File: config.mk
export PLATFORM = sky130hd
export DESIGN_NAME = puntuacion_carriles_flat
export DESIGN_NICKNAME = d
export VERILOG_FILES = /design/src/rtl/puntuacion_carriles_if.sv /design/src/rtl/puntuacion_carriles.sv /design/src/flat_wrapper.sv
export SDC_FILE = /design/constraint.sdc
export NUM_CORES = 1
export LEC_CHECK = 0
export CAP_MARGIN = 20
export CORE_MARGIN = 5
export CORE_UTILIZATION = 28
export DETAILED_ROUTE_END_ITERATION = 7
export GPL_TIMING_DRIVEN = 0
export PLACE_DENSITY = 0.57
export SLEW_MARGIN = 20
export SYNTH_ARGS = -nofsm -noshare
export SYNTH_HDL_FRONTEND = slang
export SYNTH_SLANG_ARGS = --single-unit
File: constraint.sdc
create_clock -name clk -period 18.96 [get_ports clk]
set_clock_uncertainty 0.05 [all_clocks]
set_input_delay 3.792 -clock clk [delete_from_list [all_inputs] [get_ports clk]]
set_output_delay 3.792 -clock clk [all_outputs]
set_load 0.02 [all_outputs]
File: src/rtl/puntuacion_carriles_if.sv
// ----------------------------------------------------------------------------
// puntuacion_carriles_if: lane inputs and score/HUD outputs of the drum scorer.
// Revision: 1.0
// ----------------------------------------------------------------------------
`default_nettype none

interface puntuacion_carriles_if #(
  parameter int LANES   = 5,
  parameter int POS_W   = 10,
  parameter int SCORE_W = 13
);
  logic                     start;
  logic [POS_W-1:0]         hit_line;
  logic [LANES*POS_W-1:0]   note_pos;
  logic [LANES-1:0]         note_valid;
  logic [LANES-1:0]         key;
  logic [SCORE_W-1:0]       puntuacion;
  logic [7:0]               combo;
  logic [2:0]               multiplicador;
  logic [3:0]               fallos;
  logic                     perdio;
  logic [LANES-1:0]         hit_pulse;
  logic [LANES-1:0]         miss_pulse;

  modport master (
    output start, hit_line, note_pos, note_valid, key,
    input  puntuacion, combo, multiplicador, fallos, perdio, hit_pulse, miss_pulse
  );

  modport slave (
    input  start, hit_line, note_pos, note_valid, key,
    output puntuacion, combo, multiplicador, fallos, perdio, hit_pulse, miss_pulse
  );
endinterface

`default_nettype wire

File: src/rtl/puntuacion_carriles.sv
// ----------------------------------------------------------------------------
// puntuacion_carriles: per-lane hit/miss judging, combo score and game-over FSM.
// Revision: 1.0
// ----------------------------------------------------------------------------
`default_nettype none

module puntuacion_carriles #(
  parameter int LANES       = 5,
  parameter int POS_W       = 10,
  parameter int SCORE_W     = 13,
  parameter int HIT_WIN     = 8,
  parameter int MISS_OFFSET = 64,
  parameter int COMBO_STEP  = 8,
  parameter int MAX_MULT    = 4,
  parameter int MAX_MISSES  = 5
) (
  input  wire logic              clk,
  input  wire logic              reset,
  puntuacion_carriles_if.slave   bus
);

  localparam logic [1:0] ST_IDLE = 2'd0;
  localparam logic [1:0] ST_PLAY = 2'd1;
  localparam logic [1:0] ST_OVER = 2'd2;
  localparam int CW = $clog2(LANES + 1);
  localparam int SW = SCORE_W + CW + 4;

  logic [1:0]         state_q, state_d;
  logic [LANES-1:0]   key_q, done_q, done_d;
  logic [LANES-1:0]   hit_q, miss_q;
  logic [SCORE_W-1:0] score_q, score_d;
  logic [7:0]         combo_q, combo_d;
  logic [3:0]         fallos_q, fallos_d;

  logic [POS_W:0]     lo, hi, mz;
  logic [LANES-1:0]   press, armed, clr, hit_w, bad_w, miss_w;
  logic               play;
  logic [CW-1:0]      n_hit, n_miss;
  logic [8:0]         mult_full;
  logic [2:0]         mult_sat, mult_o;
  logic               perdio_o;
  logic [SW-1:0]      score_sum;
  logic [8:0]         combo_sum;
  logic [4:0]         fallos_sum;

  // Window bounds carry one extra bit so hit_line near the top of range never wraps.
  assign lo = ({1'b0, bus.hit_line} >= (POS_W+1)'(HIT_WIN))
            ? {1'b0, bus.hit_line} - (POS_W+1)'(HIT_WIN) : '0;
  assign hi = {1'b0, bus.hit_line} + (POS_W+1)'(HIT_WIN);
  assign mz = {1'b0, bus.hit_line} + (POS_W+1)'(MISS_OFFSET);

  // A start pulse takes priority: no judging happens in the restart cycle.
  assign play  = (state_q == ST_PLAY) & ~bus.start;
  assign press = bus.key & ~key_q;

  for (genvar i = 0; i < LANES; i++) begin : g_lane
    logic [POS_W:0] pos;
    assign pos       = {1'b0, bus.note_pos[i*POS_W +: POS_W]};
    assign armed[i]  = bus.note_valid[i] & ~done_q[i] & (pos >= lo) & (pos <= hi);
    assign miss_w[i] = play & bus.note_valid[i] & ~done_q[i] & (pos >= mz);
    assign clr[i]    = ~bus.note_valid[i] | (pos < lo);
  end

  assign hit_w = {LANES{play}} & press & armed;
  assign bad_w = {LANES{play}} & press & ~armed;

  always_comb begin
    n_hit  = '0;
    n_miss = '0;
    for (int i = 0; i < LANES; i++) begin
      n_hit  = n_hit  + CW'(hit_w[i]);
      n_miss = n_miss + CW'(miss_w[i]);
    end
  end

  assign mult_full = 9'd1 + 9'(combo_q / 8'(COMBO_STEP));
  assign mult_sat  = (mult_full > 9'(MAX_MULT)) ? 3'(MAX_MULT) : mult_full[2:0];

  assign score_sum  = SW'(score_q) + SW'(n_hit) * SW'(mult_sat);
  assign combo_sum  = 9'(combo_q) + 9'(n_hit);
  assign fallos_sum = 5'(fallos_q) + 5'(n_miss);

  always_comb begin
    score_d  = score_q;
    combo_d  = combo_q;
    fallos_d = fallos_q;
    done_d   = (done_q | hit_w | miss_w) & ~clr;
    if (bus.start) begin
      score_d  = '0;
      combo_d  = '0;
      fallos_d = '0;
      done_d   = '0;
    end else if (play) begin
      score_d  = (score_sum > SW'({SCORE_W{1'b1}})) ? {SCORE_W{1'b1}} : score_sum[SCORE_W-1:0];
      if ((|miss_w) || (|bad_w))
        combo_d = '0;
      else
        combo_d = (combo_sum > 9'd255) ? 8'hFF : combo_sum[7:0];
      fallos_d = (fallos_sum > 5'd15) ? 4'hF : fallos_sum[3:0];
    end
  end

  // FSM: state register
  always_ff @(posedge clk or negedge reset) begin
    if (!reset) state_q <= ST_IDLE;
    else        state_q <= state_d;
  end

  // FSM: next state
  always_comb begin
    state_d = state_q;
    if (bus.start)
      state_d = ST_PLAY;
    else if (state_q == ST_PLAY && fallos_d >= 4'(MAX_MISSES))
      state_d = ST_OVER;
  end

  // FSM: outputs
  always_comb begin
    mult_o   = mult_sat;
    perdio_o = 1'b0;
    case (state_q)
      ST_IDLE: mult_o   = 3'd0;
      ST_OVER: perdio_o = 1'b1;
      default: ;
    endcase
  end

  always_ff @(posedge clk or negedge reset) begin
    if (!reset) begin
      key_q    <= '0;
      done_q   <= '0;
      hit_q    <= '0;
      miss_q   <= '0;
      score_q  <= '0;
      combo_q  <= '0;
      fallos_q <= '0;
    end else begin
      key_q    <= bus.key;
      done_q   <= done_d;
      hit_q    <= hit_w;
      miss_q   <= miss_w;
      score_q  <= score_d;
      combo_q  <= combo_d;
      fallos_q <= fallos_d;
    end
  end

  assign bus.puntuacion    = score_q;
  assign bus.combo         = combo_q;
  assign bus.multiplicador = mult_o;
  assign bus.fallos        = fallos_q;
  assign bus.perdio        = perdio_o;
  assign bus.hit_pulse     = hit_q;
  assign bus.miss_pulse    = miss_q;

endmodule

`default_nettype wire

File: src/flat_wrapper.sv
// flat-port wrapper written by rule: the top's interface ports become plain ports
module puntuacion_carriles_flat 
#(
  parameter int LANES       = 5,
  parameter int POS_W       = 10,
  parameter int SCORE_W     = 13,
  parameter int HIT_WIN     = 8,
  parameter int MISS_OFFSET = 64,
  parameter int COMBO_STEP  = 8,
  parameter int MAX_MULT    = 4,
  parameter int MAX_MISSES  = 5
)
  (clk, reset, bus_start, bus_hit_line, bus_note_pos, bus_note_valid, bus_key, bus_puntuacion, bus_combo, bus_multiplicador, bus_fallos, bus_perdio, bus_hit_pulse, bus_miss_pulse);
  puntuacion_carriles_if #(.LANES(LANES), .POS_W(POS_W), .SCORE_W(SCORE_W)) bus_i ();
  input  wire logic clk;
  input  wire logic reset;
  input wire logic [$bits(bus_i.start)-1:0] bus_start;
  input wire logic [$bits(bus_i.hit_line)-1:0] bus_hit_line;
  input wire logic [$bits(bus_i.note_pos)-1:0] bus_note_pos;
  input wire logic [$bits(bus_i.note_valid)-1:0] bus_note_valid;
  input wire logic [$bits(bus_i.key)-1:0] bus_key;
  output wire logic [$bits(bus_i.puntuacion)-1:0] bus_puntuacion;
  output wire logic [$bits(bus_i.combo)-1:0] bus_combo;
  output wire logic [$bits(bus_i.multiplicador)-1:0] bus_multiplicador;
  output wire logic [$bits(bus_i.fallos)-1:0] bus_fallos;
  output wire logic [$bits(bus_i.perdio)-1:0] bus_perdio;
  output wire logic [$bits(bus_i.hit_pulse)-1:0] bus_hit_pulse;
  output wire logic [$bits(bus_i.miss_pulse)-1:0] bus_miss_pulse;
  assign bus_i.start = bus_start;
  assign bus_i.hit_line = bus_hit_line;
  assign bus_i.note_pos = bus_note_pos;
  assign bus_i.note_valid = bus_note_valid;
  assign bus_i.key = bus_key;
  assign bus_puntuacion = bus_i.puntuacion;
  assign bus_combo = bus_i.combo;
  assign bus_multiplicador = bus_i.multiplicador;
  assign bus_fallos = bus_i.fallos;
  assign bus_perdio = bus_i.perdio;
  assign bus_hit_pulse = bus_i.hit_pulse;
  assign bus_miss_pulse = bus_i.miss_pulse;
  puntuacion_carriles #(.LANES(LANES), .POS_W(POS_W), .SCORE_W(SCORE_W), .HIT_WIN(HIT_WIN), .MISS_OFFSET(MISS_OFFSET), .COMBO_STEP(COMBO_STEP), .MAX_MULT(MAX_MULT), .MAX_MISSES(MAX_MISSES)) u_core (.clk(clk), .reset(reset), .bus(bus_i));
endmodule
==> reports/metrics.yaml <==
synth_edf_count: 0
slowest_stage: "o21ai_1"
ioPinCount: 112
critPathKind: "in2reg"
maxCapViolations: 0
max_freq_mhz: 74.32
timing.rr.start: "u_core.state_q[0]"
ir_drop_v: 0.00002791
grt_max_degree: 48
root_buffer: "clkbuf_16"
regArea_sq_um: 1176
cp.required_ns: 19.06
wl_per_cell_microns: 18.54
slew_viol_final: 0
critPathMostFrequentCell: "fa_1"
whs_path_depth: 2
pwr_density_cell_nw_per_um2: 50.83
synthCells: 758
rows: 55
cts_buffers: 5
post_cts_resized: 0
cp.arrival_ns: 13.55
maxUsedRoutingLayer: "met5"
async_flop_share_pct: 100.0
initialDrtViolationCount: 341
syn_to_final_growth_pct: 24.89
grtUsageTotal_pct: 16.11
grt_pass1_vias: 6111
crit_path_end_kind: "register"
seq_area_frac_synth_pct: 18.15
start_util_pct: 28.53
post_cts_buffers: 0
die_h_microns: 162.1
avgSynthCellArea_sq_um: 8.547
clock_sinks: 47
r2r-end: "u_core.bus.puntuacion[6]"
path_buf_inv: 6
leakage_nw: 3.734
design.die.area_sq_um: 26280
status: "finished, final reports clean"
hold_path.class: "reg2reg"
ant_nets: 0
slew_headroom_pct: 35.06
hold_start: "u_core.bus.combo[0]"
filler_cell_count: 2373
ys_warn_count: 0
r2r_setup_slack_ns: 11.67
synthesis.nets: 1003
fin_nets: 1118
multiInputGateArea_sq_um: 5069
dpl_cell_area_sq_um: 7926
hold_path_end: "u_core.bus.combo[0]"
drt_pass1_iterations: 5
grt_remaining_overflow: 0
cts_max_level: 2
rsz0062_at_grt: "no"
placedCellCount: 1151
worst-path-max-fanout: 11
layout_min_cycle_time_ns: 13.46
gp_congestion: 0.8754
portBuffers: 108
wl_met1_mm: 9.931
synth_cell_types: 64
final_area_sq_um: 8092
synthFlopType: "dfrtp_1"
cts_tree: "yes"
dr_wl_met3_mm: 1.164
fin_crit_sh_pct: 70.97
routed-wl-met2_mm: 9.541
p_total_mw: 0.4113
setup_viol: 0
core_sq_um: 22710
vias: 6117
viasPerCell: 5.278
post-route-drc-count: 0
tightest_slew_ns: 0.9671
ys_ff_latch: 47
grt_antenna_before_repair: 3
slowest_delay_ns: 0.78
routed_wl_mm: 21.49
grt_pass1_wl_mm: 33.26
finalHoldViolations: 0
die-width_microns: 162.1
dp_hpwl_mm: 17.42
clk_pin_slew_ns: 0.07
path_delay_family: "adder cells"
setup_tns_ns: 0
instances_no_fill: 1159
drive_above_1_share_pct: 2.291
postCtsHoldBufs: 0
clock_path_buffers: 2
r2r_cells: 25
start_kind: "input pin"
clk_latency_ns: 0.29
synth_area_sq_um: 6479
worst min-delay path: cells and delay by family, from the launching register on:
family             cells  cell delay [ns]
DFF                    1             0.37
and+or+nand+nor        1             0.06
AOI/OAI and AO/OA      1             0.07
report_power, final:
| part | switching [mW] | internal (mW) | total [mW] | leakage, nW |
|---|---|---|---|---|
| combinational | 0.113 | 0.0825 | 0.195 | 3.02 |
| sequential | 0.00724 | 0.108 | 0.115 | 0.636 |
| clock | 0.0396 | 0.0615 | 0.101 | 0.0759 |
| total | 0.159 | 0.252 | 0.411 | 3.73 |
Yosys cell counts (5+ instances only):
cell type / instances / area [sq um]
a211o_1: 5 / 43.79
a211oi_1: 21 / 157.7
a21o_1: 9 / 67.56
a21oi_1: 50 / 250.2
a221oi_1: 5 / 43.79
a31oi_1: 5 / 31.28
and2_1: 8 / 50.05
and3_1: 6 / 37.54
dfrtp_1: 47 / 1176
fa_1: 11 / 220.2
ha_1: 161 / 2014
inv_1: 55 / 206.5
nand2_1: 53 / 198.9
nand2b_1: 12 / 75.07
nand3_1: 23 / 115.1
nand3b_1: 8 / 60.06
nand4_1: 13 / 81.33
nor2_1: 66 / 247.7
nor2b_1: 22 / 137.6
nor3_1: 23 / 115.1
nor3b_1: 5 / 37.54
o21a_1: 11 / 82.58
o21ai_0: 46 / 230.2
o21ai_1: 6 / 30.03
xnor2_1: 11 / 96.34
xor2_1: 5 / 43.79
sequential cells by signal, indices dropped and copies added (netlist names):
register,cells
u_core.done_q,5
u_core.bus.combo,8
u_core.bus.miss_pulse,5
u_core.bus.hit_pulse,5
u_core.bus.fallos,4
u_core.key_q,5
u_core.bus.puntuacion,13
u_core.state_q,2
per-stage QoR:
stage          utilization [%]  hold WS [ns]  setup WS, ns
6_report                 35.63        0.4769         5.504
2_1_floorplan                -        0.4372         7.846
3_3_place_gp             34.86        0.4565         4.951
3_5_place_dp             34.90        0.4683         5.260
5_1_grt                  35.63        0.5078         4.892
4_1_cts                  35.62        0.4830         5.491
layout by cell type (no fill, tap or decap), drive strengths merged, types with 9 or more instances in the layout:
master           n
o21a            11
nand4           13
fa              11
clkbuf           9
o21ai           52
a21o             9
nor3            24
nand3           23
inv             55
a21oi           50
nor2            66
dfrtp           47
xnor2           11
clkdlybuf4s50  107
a211oi          21
nor2b           22
nand2           54
ha             161
nand2b          12
cells by family after synthesis:
group / after synthesis / synth area share [%]
flops: 47 / 18.15
buf+inv: 63 / 3.804
compound gates: 196 / 19.95
xor+xnor: 16 / 2.163
fa+ha+maj: 172 / 34.49
mux: 3 / 0.4635
simple gates: 261 / 20.97
cell type report:
type,count,share of cell area [%]
inverter,55,2.551
antenna,1,0.03093
buffer,8,0.4948
clock buffer,5,1.546
timing repair buffer,108,13.33
tap,285,4.407
clock inverter,2,0.4639
sequential,47,14.54
multi-input combinational,648,62.64
how the worst max path moves through the flow:
stage                         start                       end  cells past startpoint
floorplan           bus_hit_line[3]  u_core.bus.puntuacion[6]                     30
CTS                 bus_hit_line[3]  u_core.bus.puntuacion[6]                     31
finish              bus_hit_line[3]  u_core.bus.puntuacion[6]                     31
global placement    bus_hit_line[3]  u_core.bus.puntuacion[6]                     31
detailed placement  bus_hit_line[3]  u_core.bus.puntuacion[6]                     31
global route        bus_hit_line[3]  u_core.bus.puntuacion[6]                     31
routing by layer:
metal / GRT usage, % / up-vias
li1: - / 3052
met1: 21.72 / 2841
met2: 25.67 / 161
met3: 2.842 / 59
met4: 6.305 / 4
met5: 0 / -
(Power assumes the default switching activity.)
